[config.mk]
export PLATFORM = sky130hd
export DESIGN_NAME = cv_tile_scheduler
export DESIGN_NICKNAME = d
export VERILOG_FILES = /design/src/rtl/cv_tile_scheduler.sv
export SDC_FILE = /design/constraint.sdc
export NUM_CORES = 1
export LEC_CHECK = 0
export BUFFER_PORTS_ARGS = -buffer_cell sky130_fd_sc_hd__buf_4
export CAP_MARGIN = 40
export CELL_PAD_IN_SITES_DETAIL_PLACEMENT = 1
export CELL_PAD_IN_SITES_GLOBAL_PLACEMENT = 1
export CORE_MARGIN = 8
export CORE_UTILIZATION = 42
export DETAILED_ROUTE_END_ITERATION = 8
export GPL_ROUTABILITY_DRIVEN = 0
export PLACE_DENSITY = 0.89
export SLEW_MARGIN = 30
export SYNTH_ARGS = -nofsm -noshare
export SYNTH_HDL_FRONTEND = slang
export SYNTH_SLANG_ARGS = --single-unit
[constraint.sdc]
create_clock -name clk -period 11.3 [get_ports clk]
set_input_delay 0.565 -clock clk [delete_from_list [all_inputs] [get_ports clk]]
set_output_delay 0.565 -clock clk [all_outputs]
set_load 0.01 [all_outputs]
[src/rtl/cv_tile_scheduler.sv]
// rtl/cv_tile_scheduler.sv - layer-level conv tile sequencer driving the CV data loader
//
// Walks one conv layer in tiles (O-tile, h-tile, w-tile, I-tile, outermost first)
// and issues load_weight / load_input / store_output one at a time, each closed by
// the loader's done pulse and followed by exactly one command-free gap cycle.
//
// Ports:
//   clk, rst_n                 clock, asynchronous active-low reset
//   start                      one-cycle layer start pulse, ignored while busy
//   I, O, H, W, K              layer dims (K 5 bits), sampled at start
//   TI, TO, TH, TW             tile sizes, sampled at start, 0 treated as 1
//   busy, layer_done           layer in flight / one-cycle end-of-layer pulse
//   Iori, Oori, Hori, Wori     tile origin (H/W in output coordinates)
//   Iext, Oext, Hext, Wext     tile extents (Hext/Wext are input extents)
//   load_weight, load_input,
//   store_output               loader commands, at most one high
//   done                       loader completion pulse
//   perf_cycles, perf_cmds     present only when CV_TILE_PERF_EN is defined
//
// Optional feature macro: CV_TILE_PERF_EN (busy-cycle and completed-command counters).

module cv_tile_scheduler #(
    parameter int DW = 11
) (
    input  logic          clk,
    input  logic          rst_n,
    input  logic          start,
    input  logic [DW-1:0] I,
    input  logic [DW-1:0] O,
    input  logic [DW-1:0] H,
    input  logic [DW-1:0] W,
    input  logic [4:0]    K,
    input  logic [DW-1:0] TI,
    input  logic [DW-1:0] TO,
    input  logic [DW-1:0] TH,
    input  logic [DW-1:0] TW,
    output logic          busy,
    output logic          layer_done,
    output logic [DW-1:0] Iori,
    output logic [DW-1:0] Oori,
    output logic [DW-1:0] Hori,
    output logic [DW-1:0] Wori,
    output logic [DW-1:0] Iext,
    output logic [DW-1:0] Oext,
    output logic [DW-1:0] Hext,
    output logic [DW-1:0] Wext,
    output logic          load_weight,
    output logic          load_input,
    output logic          store_output,
`ifdef CV_TILE_PERF_EN
    output logic [31:0]   perf_cycles,
    output logic [15:0]   perf_cmds,
`endif
    input  logic          done
);

    typedef enum logic [2:0] {S_IDLE, S_LW, S_LIF, S_SOF, S_GAP, S_FIN} state_t;

    state_t state, ret_state, n_state;

    // Latched layer parameters
    logic [DW-1:0] i_r, o_r, ti_r, to_r, th_r, tw_r;
    logic [4:0]    k_r;
    logic [DW:0]   hout_r, wout_r;

    // Input-side values used on the start cycle (before anything is latched)
    logic [DW-1:0] ti_s, to_s, th_s, tw_s;
    logic [DW:0]   hout_s, wout_s;
    logic          degen;

    assign ti_s   = (TI == '0) ? DW'(1) : TI;
    assign to_s   = (TO == '0) ? DW'(1) : TO;
    assign th_s   = (TH == '0) ? DW'(1) : TH;
    assign tw_s   = (TW == '0) ? DW'(1) : TW;
    assign hout_s = {1'b0, H} - {{(DW-4){1'b0}}, K} + (DW+1)'(1);
    assign wout_s = {1'b0, W} - {{(DW-4){1'b0}}, K} + (DW+1)'(1);

    // Output dims are a signed quantity: top bit set means K > H (or W) + 1
    assign degen = (O == '0) || (I == '0) ||
                   hout_s[DW] || (hout_s == '0) ||
                   wout_s[DW] || (wout_s == '0);

    // Parameter source: live inputs while idle, latched copies while busy
    logic          idle;
    logic [DW-1:0] p_i, p_o, p_ti, p_to, p_th, p_tw;
    logic [4:0]    p_k;
    logic [DW:0]   p_hout, p_wout;

    assign idle   = (state == S_IDLE);
    assign p_i    = idle ? I      : i_r;
    assign p_o    = idle ? O      : o_r;
    assign p_ti   = idle ? ti_s   : ti_r;
    assign p_to   = idle ? to_s   : to_r;
    assign p_th   = idle ? th_s   : th_r;
    assign p_tw   = idle ? tw_s   : tw_r;
    assign p_k    = idle ? K      : k_r;
    assign p_hout = idle ? hout_s : hout_r;
    assign p_wout = idle ? wout_s : wout_r;

    // Next tile origin and the command to issue after the gap
    logic [DW-1:0] n_iori, n_oori, n_hori, n_wori;
    logic [DW:0]   isum, wsum, hsum, osum;

    always_comb begin
        n_iori  = Iori;
        n_oori  = Oori;
        n_hori  = Hori;
        n_wori  = Wori;
        n_state = state;
        isum    = {1'b0, Iori} + {1'b0, Iext};
        wsum    = {1'b0, Wori} + {1'b0, p_tw};
        hsum    = {1'b0, Hori} + {1'b0, p_th};
        osum    = {1'b0, Oori} + {1'b0, p_to};
        case (state)
            S_IDLE: begin
                n_iori  = '0;
                n_oori  = '0;
                n_hori  = '0;
                n_wori  = '0;
                n_state = degen ? S_FIN : S_LW;
            end
            S_LW:  n_state = S_LIF;
            S_LIF: begin
                if (isum < {1'b0, p_i}) begin
                    n_iori  = isum[DW-1:0];
                    n_state = S_LIF;
                end else begin
                    n_state = S_SOF;
                end
            end
            S_SOF: begin
                n_iori  = '0;
                n_state = S_LIF;
                if (wsum < p_wout) begin
                    n_wori = wsum[DW-1:0];
                end else begin
                    n_wori = '0;
                    if (hsum < p_hout) begin
                        n_hori = hsum[DW-1:0];
                    end else begin
                        n_hori = '0;
                        if (osum < {1'b0, p_o}) begin
                            n_oori  = osum[DW-1:0];
                            n_state = S_LW;
                        end else begin
                            n_state = S_FIN;
                        end
                    end
                end
            end
            default: ;
        endcase
    end

    // Extents for the next origin, registered alongside it
    logic [DW-1:0] o_rem, i_rem, n_oext, n_iext, n_hext, n_wext;
    logic [DW:0]   h_rem, w_rem, h_min, w_min;

    always_comb begin
        o_rem  = p_o - n_oori;
        i_rem  = p_i - n_iori;
        n_oext = (p_to < o_rem) ? p_to : o_rem;
        n_iext = (p_ti < i_rem) ? p_ti : i_rem;
        h_rem  = p_hout - {1'b0, n_hori};
        w_rem  = p_wout - {1'b0, n_wori};
        h_min  = ({1'b0, p_th} < h_rem) ? {1'b0, p_th} : h_rem;
        w_min  = ({1'b0, p_tw} < w_rem) ? {1'b0, p_tw} : w_rem;
        n_hext = DW'(h_min + {{(DW-4){1'b0}}, p_k} - (DW+1)'(1));
        n_wext = DW'(w_min + {{(DW-4){1'b0}}, p_k} - (DW+1)'(1));
    end

    logic cmd_active;
    assign cmd_active = (state == S_LW) || (state == S_LIF) || (state == S_SOF);

    always_ff @(posedge clk or negedge rst_n) begin
        if (!rst_n) begin
            state      <= S_IDLE;
            ret_state  <= S_IDLE;
            busy       <= 1'b0;
            layer_done <= 1'b0;
            Iori <= '0; Oori <= '0; Hori <= '0; Wori <= '0;
            Iext <= '0; Oext <= '0; Hext <= '0; Wext <= '0;
            i_r  <= '0; o_r  <= '0; ti_r <= '0; to_r <= '0;
            th_r <= '0; tw_r <= '0; k_r  <= '0;
            hout_r <= '0; wout_r <= '0;
        end else begin
            layer_done <= 1'b0;
            case (state)
                S_IDLE: begin
                    if (start) begin
                        i_r    <= I;
                        o_r    <= O;
                        ti_r   <= ti_s;
                        to_r   <= to_s;
                        th_r   <= th_s;
                        tw_r   <= tw_s;
                        k_r    <= K;
                        hout_r <= hout_s;
                        wout_r <= wout_s;
                        busy   <= 1'b1;
                        Iori <= '0; Oori <= '0; Hori <= '0; Wori <= '0;
                        if (!degen) begin
                            Iext <= n_iext; Oext <= n_oext;
                            Hext <= n_hext; Wext <= n_wext;
                        end
                        state <= n_state;
                    end
                end
                S_LW, S_LIF, S_SOF: begin
                    // Tile counters advance on entry to the gap cycle
                    if (done) begin
                        Iori <= n_iori; Oori <= n_oori;
                        Hori <= n_hori; Wori <= n_wori;
                        if (n_state != S_FIN) begin
                            Iext <= n_iext; Oext <= n_oext;
                            Hext <= n_hext; Wext <= n_wext;
                        end
                        ret_state <= n_state;
                        state     <= S_GAP;
                    end
                end
                S_GAP: state <= ret_state;
                S_FIN: begin
                    layer_done <= 1'b1;
                    busy       <= 1'b0;
                    Iori <= '0; Oori <= '0; Hori <= '0; Wori <= '0;
                    state      <= S_IDLE;
                end
                default: state <= S_IDLE;
            endcase
        end
    end

    assign load_weight  = (state == S_LW);
    assign load_input   = (state == S_LIF);
    assign store_output = (state == S_SOF);

`ifdef CV_TILE_PERF_EN
    always_ff @(posedge clk or negedge rst_n) begin
        if (!rst_n) begin
            perf_cycles <= '0;
            perf_cmds   <= '0;
        end else if (idle && start) begin
            perf_cycles <= '0;
            perf_cmds   <= '0;
        end else begin
            if (busy && (perf_cycles != '1))
                perf_cycles <= perf_cycles + 32'd1;
            if (cmd_active && done && (perf_cmds != '1))
                perf_cmds <= perf_cmds + 16'd1;
        end
    end
`endif

endmodule
# Word-level counts from Yosys, hierarchy flattened
# Index checks and enable logic that the tools add are counted.
[totals]
ff_bits = 191
input_bits = 97
elab_cells = 149
[classes]
addsub = 16
order_cmp = 8
eq_ne = 10
muxes = 69
n_reduce_logical = 25
[op_table]
columns = ["op", "n"]
rows = [
  ["11-bit 2-to-1 mux", 42],
  ["11-bit one-hot mux with 2 select lines", 8],
  ["11-bit one-hot mux with 3 select lines", 4],
  ["11-bit logical NOT", 6],
  ["11-bit by 11-bit adder with 12-bit output", 4],
  ["12-bit by 1-bit adder with 12-bit output, second input constant", 2],
  ["12-bit logical NOT", 2],
  ["11-bit by 12-bit less-than comparator with 1-bit output", 2],
  ["12-bit by 11-bit less-than comparator with 1-bit output", 2],
  ["12-bit less-than comparator", 2],
  ["12-bit 2-to-1 mux", 2],
  ["11-bit by 5-bit subtractor with 12-bit output", 2],
  ["12-bit by 11-bit subtractor with 12-bit output", 2],
  ["11-bit by 5-bit adder with 11-bit output", 2],
  ["11-bit less-than comparator", 2],
  ["11-bit by 1-bit subtractor with 11-bit output, second input constant", 2],
  ["11-bit subtractor", 2],
  ["3-bit 2-to-1 mux", 6],
  ["3-bit one-hot mux with 4 select lines", 1],
  ["3-bit one-hot mux with 3 select lines", 1],
  ["2-bit inequality test, second input constant", 4],
  ["2-bit AND reduction", 4],
  ["3-bit by 2-bit == test with 1-bit output, second input constant", 2],
  ["3-bit == test, second input constant", 2],
  ["13 further kinds", 20],
]

# Longest topological paths before layout
[depth]
depth_word = 16
ltp_mapped = 58

# Worst setup path after synthesis
# No wires, ideal clock.
[synth_path]
path_kind = "register -> register"
startpoint = "register state[0]"
endpoint = "register Hext[9]"
setup_time_ns = 0.125
t_arrival_ns = 10.458
setup_slack_ns = 0.718
path_stages_with_launch = 57
path_buffers = 6
period_less_slack_ns = 10.582
path_cell_list = "dfrtp_1 > buf_6 > or3_4 > buf_6 > clkbuf_1 > buf_1 > clkbuf_1 > nand2_1 > nand2_1 > ha_1 > a21o_1 > a21oi_1 > o21ai_0 > a21o_1 > a21o_1 > a21o_1 > a21oi_1 > xor2_1 > [21 not listed] > a211oi_1 > mux2i_2 > buf_4 > mux2i_1 > ha_1 > inv_1 > ha_1 > inv_1 > fa_1 > nor2b_1 > o21ai_0 > a21boi_0 > o21ai_0 > nand2b_1 > a21o_1 > a21oi_1 > xnor2_1 > mux2_2"
[synth_via]
elab_chain_cells = 15
elab_cells_between_ends = 45
classes_between = "add/sub (6); order compare (5); eq/ne (8); mux (22); reduce/logical (4)"
[synth_lines]
columns = ["element", "line_no", "rtl"]
rows = [
  ["from (decl)", "59", "state_t state, ret_state, n_state;"],
  ["from (signal assigned)", "206", "state <= n_state;"],
  ["from (signal assigned)", "222", "S_GAP: state <= ret_state;"],
  ["3-bit logical NOT", "89, 114, 188", ""],
  ["11-bit 2-to-1 mux", "94", "assign p_th = idle ? th_s : th_r;"],
  ["11-bit by 11-bit adder with 12-bit output", "112", "hsum = {1'b0, Hori} + {1'b0, p_th};"],
  ["12-bit less-than comparator", "138", "if (hsum < p_hout) begin"],
  ["11-bit 2-to-1 mux", "138", ""],
  ["11-bit 2-to-1 mux", "134", "if (wsum < p_wout) begin"],
  ["11-bit one-hot mux with 2 select lines", "114", "case (state)"],
  ["12-bit by 11-bit subtractor with 12-bit output", "164", "h_rem = p_hout - {1'b0, n_hori};"],
  ["11-bit by 12-bit less-than comparator with 1-bit output", "166", "h_min = ({1'b0, p_th} < h_rem) ? {1'b0, p_th} : h_rem;"],
  ["11-bit 2-to-1 mux", "166", ""],
  ["11-bit by 5-bit adder with 11-bit output", "168", "n_hext = DW'(h_min + {{(DW-4){1'b0}}, p_k} - (DW+1)'(1));"],
  ["11-bit by 1-bit subtractor with 11-bit output", "168", ""],
  ["11-bit 2-to-1 mux (on tied branches)", "214, 202", ""],
  ["11-bit 2-to-1 mux (on tied branches)", "211, 190", ""],
  ["11-bit one-hot mux with 2 select lines", "188", "case (state)"],
  ["to (signal assigned)", "204", "Hext <= n_hext; Wext <= n_wext;"],
  ["to (signal assigned)", "216", "Hext <= n_hext; Wext <= n_wext;"],
  ["to (decl)", "45", "output logic [DW-1:0] Hext,"],
]
# Several ways; a longest one is shown, not always the timed one. The select of a mux whose other input is x is not followed.
# A chain may end at the register's enable or synchronous reset.

# Worst setup path after layout
[layout_path]
startpoint = "register state[1]"
endpoint = "register Hext[9]"
# The elaborated chain is that of the path after synthesis.

==> flow_summary.yaml <==
yosys:
  ys_seq_area_share_pct: 27.78
  synth_xor_area_share_pct: 4.407
  yosys.area_share.adder_pct: 17.90
  synth_mux_area_share_pct: 9.737
  synth-simple-area-share_pct: 15.02
  synth_cell_types: 82
  synthFlopType: "dfrtp_1"
  synth-edff-count: 0
  syn_inst: 1972
  ys_warn_count: 0
  async_flop_share_pct: 100.0
  synth_compound_area_share_pct: 19.73
  synth-seq-cells: 191
  avgSynthCellArea_um2: 8.725
  synth_nets: 2308
  synth_area_um2: 17210
  synth_top_family_by_area: "compound AO/OA/AOI/OAI gates"
detailed_routing:
  drt_pass1_iterations: 6
  drt_iter0_drc: 1104
  routed_wl_um: 62270
  vias: 16383
  drc: 0
  wl_per_cell_um: 23.12
  vias_per_cell: 6.084
  ant_nets: 0
floorplanning:
  start_util_pct: 42.33
  io_pins: 190
  die_height_um: 218.4
  core_um2: 40650
  die_x_um: 218.4
  std_cell_rows: 74
  dieArea_um2: 47700
global_route:
  grt.overflow.total: 0
  antenna_found_initial: 1
  grt_max_degree: 76
  grt_pass1_vias: 17865
  grt_pass1_wl_um: 96600
  grt_use_total_pct: 25.16
sta:
  fin_crit_sh_pct: 99.85
  fin_setup_tns_ns: 0
  worst_pin_slew_ns: 0.8450
  fin_worst_skew_ns: 0.01553
  max_freq_ghz: 0.08863
  relSlewSlack_pct: 42.21
  maxSlewViolCount: 0
  finalSetupViolCount: 0
  finalHoldViolations: 0
  fin_crit_ns: 11.28
layout:
  final_common_cell: "ha_1"
  fin_nets: 2483
  layout-drive-gt1-share_pct: 19.03
  area_delta_synth_final_pct: 16.46
  layout_common_cells: "227 x ha_1, 226 x nand2_1, 218 x buf_4"
  post-route-util_pct: 49.30
  instances_no_fill: 2693
  fillerInstances: 4725
placement:
  place_hpwl_um: 46500
  dp.cells: 2652
  place.port_buffers: 189
worst_setup_path:
  critPathMaxStageDelay_ns: 0.43
  critPathRequiredTime_ns: 11.66
  start_kind: "register"
  r2r-start: "state[1]"
  critPathMostFrequentCell: "ha_1"
  r2r_setup_slack_ns: 0.02
  worstPathMaxFanout: 16
  critPathArrivalTime_ns: 11.64
  cp_num_buf_inv: 6
  r2r_cells: 51
  cp-end-kind: "register"
  r2r_end: "Hext[9]"
  cp_slowest_cell: "fa_1"
  crit_type: "reg2reg"
  critPathTopFamily: "compound AO/OA/AOI/OAI gates"
clock_tree:
  cts_root_buffer: "clkbuf_16"
  cts_tree: "yes"
  clk_latency_ns: 0.47
  hold_buffers: 0
  htree_levels: 4
  clk_pin_slew_worst_paths_ns: 0.08
  cts_buffers: 17
  cts_num_sinks: 191
  clock_path_buffers: 2
status:
  outcome: "finished, final reports clean"
min_path:
  hp-class: "in2async"
flow_run:
  cap_violations: 0
-- kinds of logic after synthesis --
kind of cell | after synthesis
and+or+nand+nor | 549
AOI/OAI and AO/OA | 516
adders and majority gates | 239
buffers and inverters | 237
DFF | 191
muxes | 155
xor gates and xnor gates | 85
-- routing by layer --
metal | part of all wire [%] | GRT usage (%) | vias to the layer above
met2 | 49 | 43.45 | 527
met1 | 41 | 30.24 | 8230
li1 | - | - | 7434
met4 | 4.6 | 11.06 | 0
met3 | 5.4 | 4.562 | 192
met5 | 0 | 0 | -
-- worst reg2reg max path: cells and delay by family, from the launching register on --
| family | cells | cell delay (ns) |
|---|---|---|
| fa+ha+maj | 7 | 2.18 |
| buf+inv | 6 | 0.78 |
| simple gates | 8 | 1.36 |
| xor+xnor | 3 | 0.53 |
| mux | 3 | 0.74 |
| flops | 1 | 0.39 |
| compound gates | 24 | 5.23 |
-- flip-flops by register name, summed over array words and instances, names as in the netlist, 5 cells and up --
| register | count |
|---|---|
| k_r | 5 |
| wout_r | 12 |
| tw_r | 11 |
| Oext | 11 |
| Wext | 11 |
| Iext | 11 |
| ti_r | 11 |
| Wori | 11 |
| Hext | 11 |
| Hori | 11 |
| o_r | 11 |
| to_r | 11 |
| hout_r | 12 |
| i_r | 11 |
| Iori | 11 |
| Oori | 11 |
| th_r | 11 |
-- final cells by class --
| class | count | area [um2] | area share (%) |
|---|---|---|---|
| repair buffers | 225 | 1730 | 8.635 |
| clock inverters | 14 | 133.9 | 0.6681 |
| multi-input cells | 1544 | 11660 | 58.17 |
| clock buffers | 18 | 439.2 | 2.192 |
| inverters | 168 | 630.6 | 3.147 |
| diodes | 1 | 2.502 | 0.01249 |
| flip-flops and latches | 191 | 4780 | 23.85 |
| well taps | 532 | 665.6 | 3.322 |
-- synthesized netlist by cell type, types with 8 or more instances --
| library cell | instances | area (um2) |
|---|---|---|
| a2111oi_0 | 8 | 70.07 |
| a211oi_1 | 18 | 135.1 |
| a21o_1 | 40 | 300.3 |
| a21oi_1 | 107 | 535.5 |
| a22o_1 | 21 | 183.9 |
| a22oi_1 | 27 | 202.7 |
| a31oi_1 | 19 | 118.9 |
| and2_1 | 14 | 87.58 |
| buf_2 | 12 | 60.06 |
| clkbuf_1 | 45 | 168.9 |
| dfrtp_1 | 191 | 4780 |
| fa_1 | 12 | 240.2 |
| ha_1 | 227 | 2840 |
| inv_1 | 168 | 630.6 |
| mux2_2 | 92 | 1036 |
| mux2i_1 | 61 | 610.6 |
| nand2_1 | 228 | 855.8 |
| nand2b_1 | 19 | 118.9 |
| nand3_1 | 29 | 145.1 |
| nand4_1 | 13 | 81.33 |
| nor2_1 | 106 | 397.9 |
| nor2b_1 | 22 | 137.6 |
| nor3_1 | 34 | 170.2 |
| nor4_1 | 20 | 125.1 |
| o211ai_1 | 10 | 75.07 |
| o21a_1 | 37 | 277.8 |
| o21ai_0 | 132 | 660.6 |
| o21ai_1 | 8 | 40.04 |
| o21bai_1 | 10 | 75.07 |
| or2_2 | 21 | 131.4 |
| or3_1 | 15 | 93.84 |
| xnor2_1 | 54 | 473.0 |
| xor2_1 | 30 | 262.8 |
-- how the worst max path moves through the flow --
stage	depth (start not counted)	slack (ns)	endpoint	startpoint
2_1_floorplan	56	0.72	Hext[9]	state[0]
3_3_place_gp	49	0.06	Hext[9]	state[0]
3_5_place_dp	52	-0.62	Hext[9]	TW[2]
4_1_cts	54	0.03	Hext[9]	TW[2]
5_1_grt	53	-0.44	Hext[9]	state[0]
6_report	51	0.02	Hext[9]	state[1]
-- stage by stage --
stage	area, um2	worst slack, ns	hold slack, ns
after detailed placement	19260	-0.6212	0.4663
after floorplan	17210	0.7175	0.2694
after CTS	19900	0.02780	0.08175
after global routing	20040	-0.4423	0.1025
after global placement	19190	0.06260	0.4570
final	20040	0.01746	0.06618
-- timing repair --
action	in CTS	in global routing
endpoints found under the setup margin	6	9
hold endpoints to repair	0	0
pin swaps	1	5
gates resized for setup	10	28
setup buffers	2	6
Power is left out: the tool's default activity adds up to more than one toggle a clock period on the data nets, which glitch-free logic cannot reach.
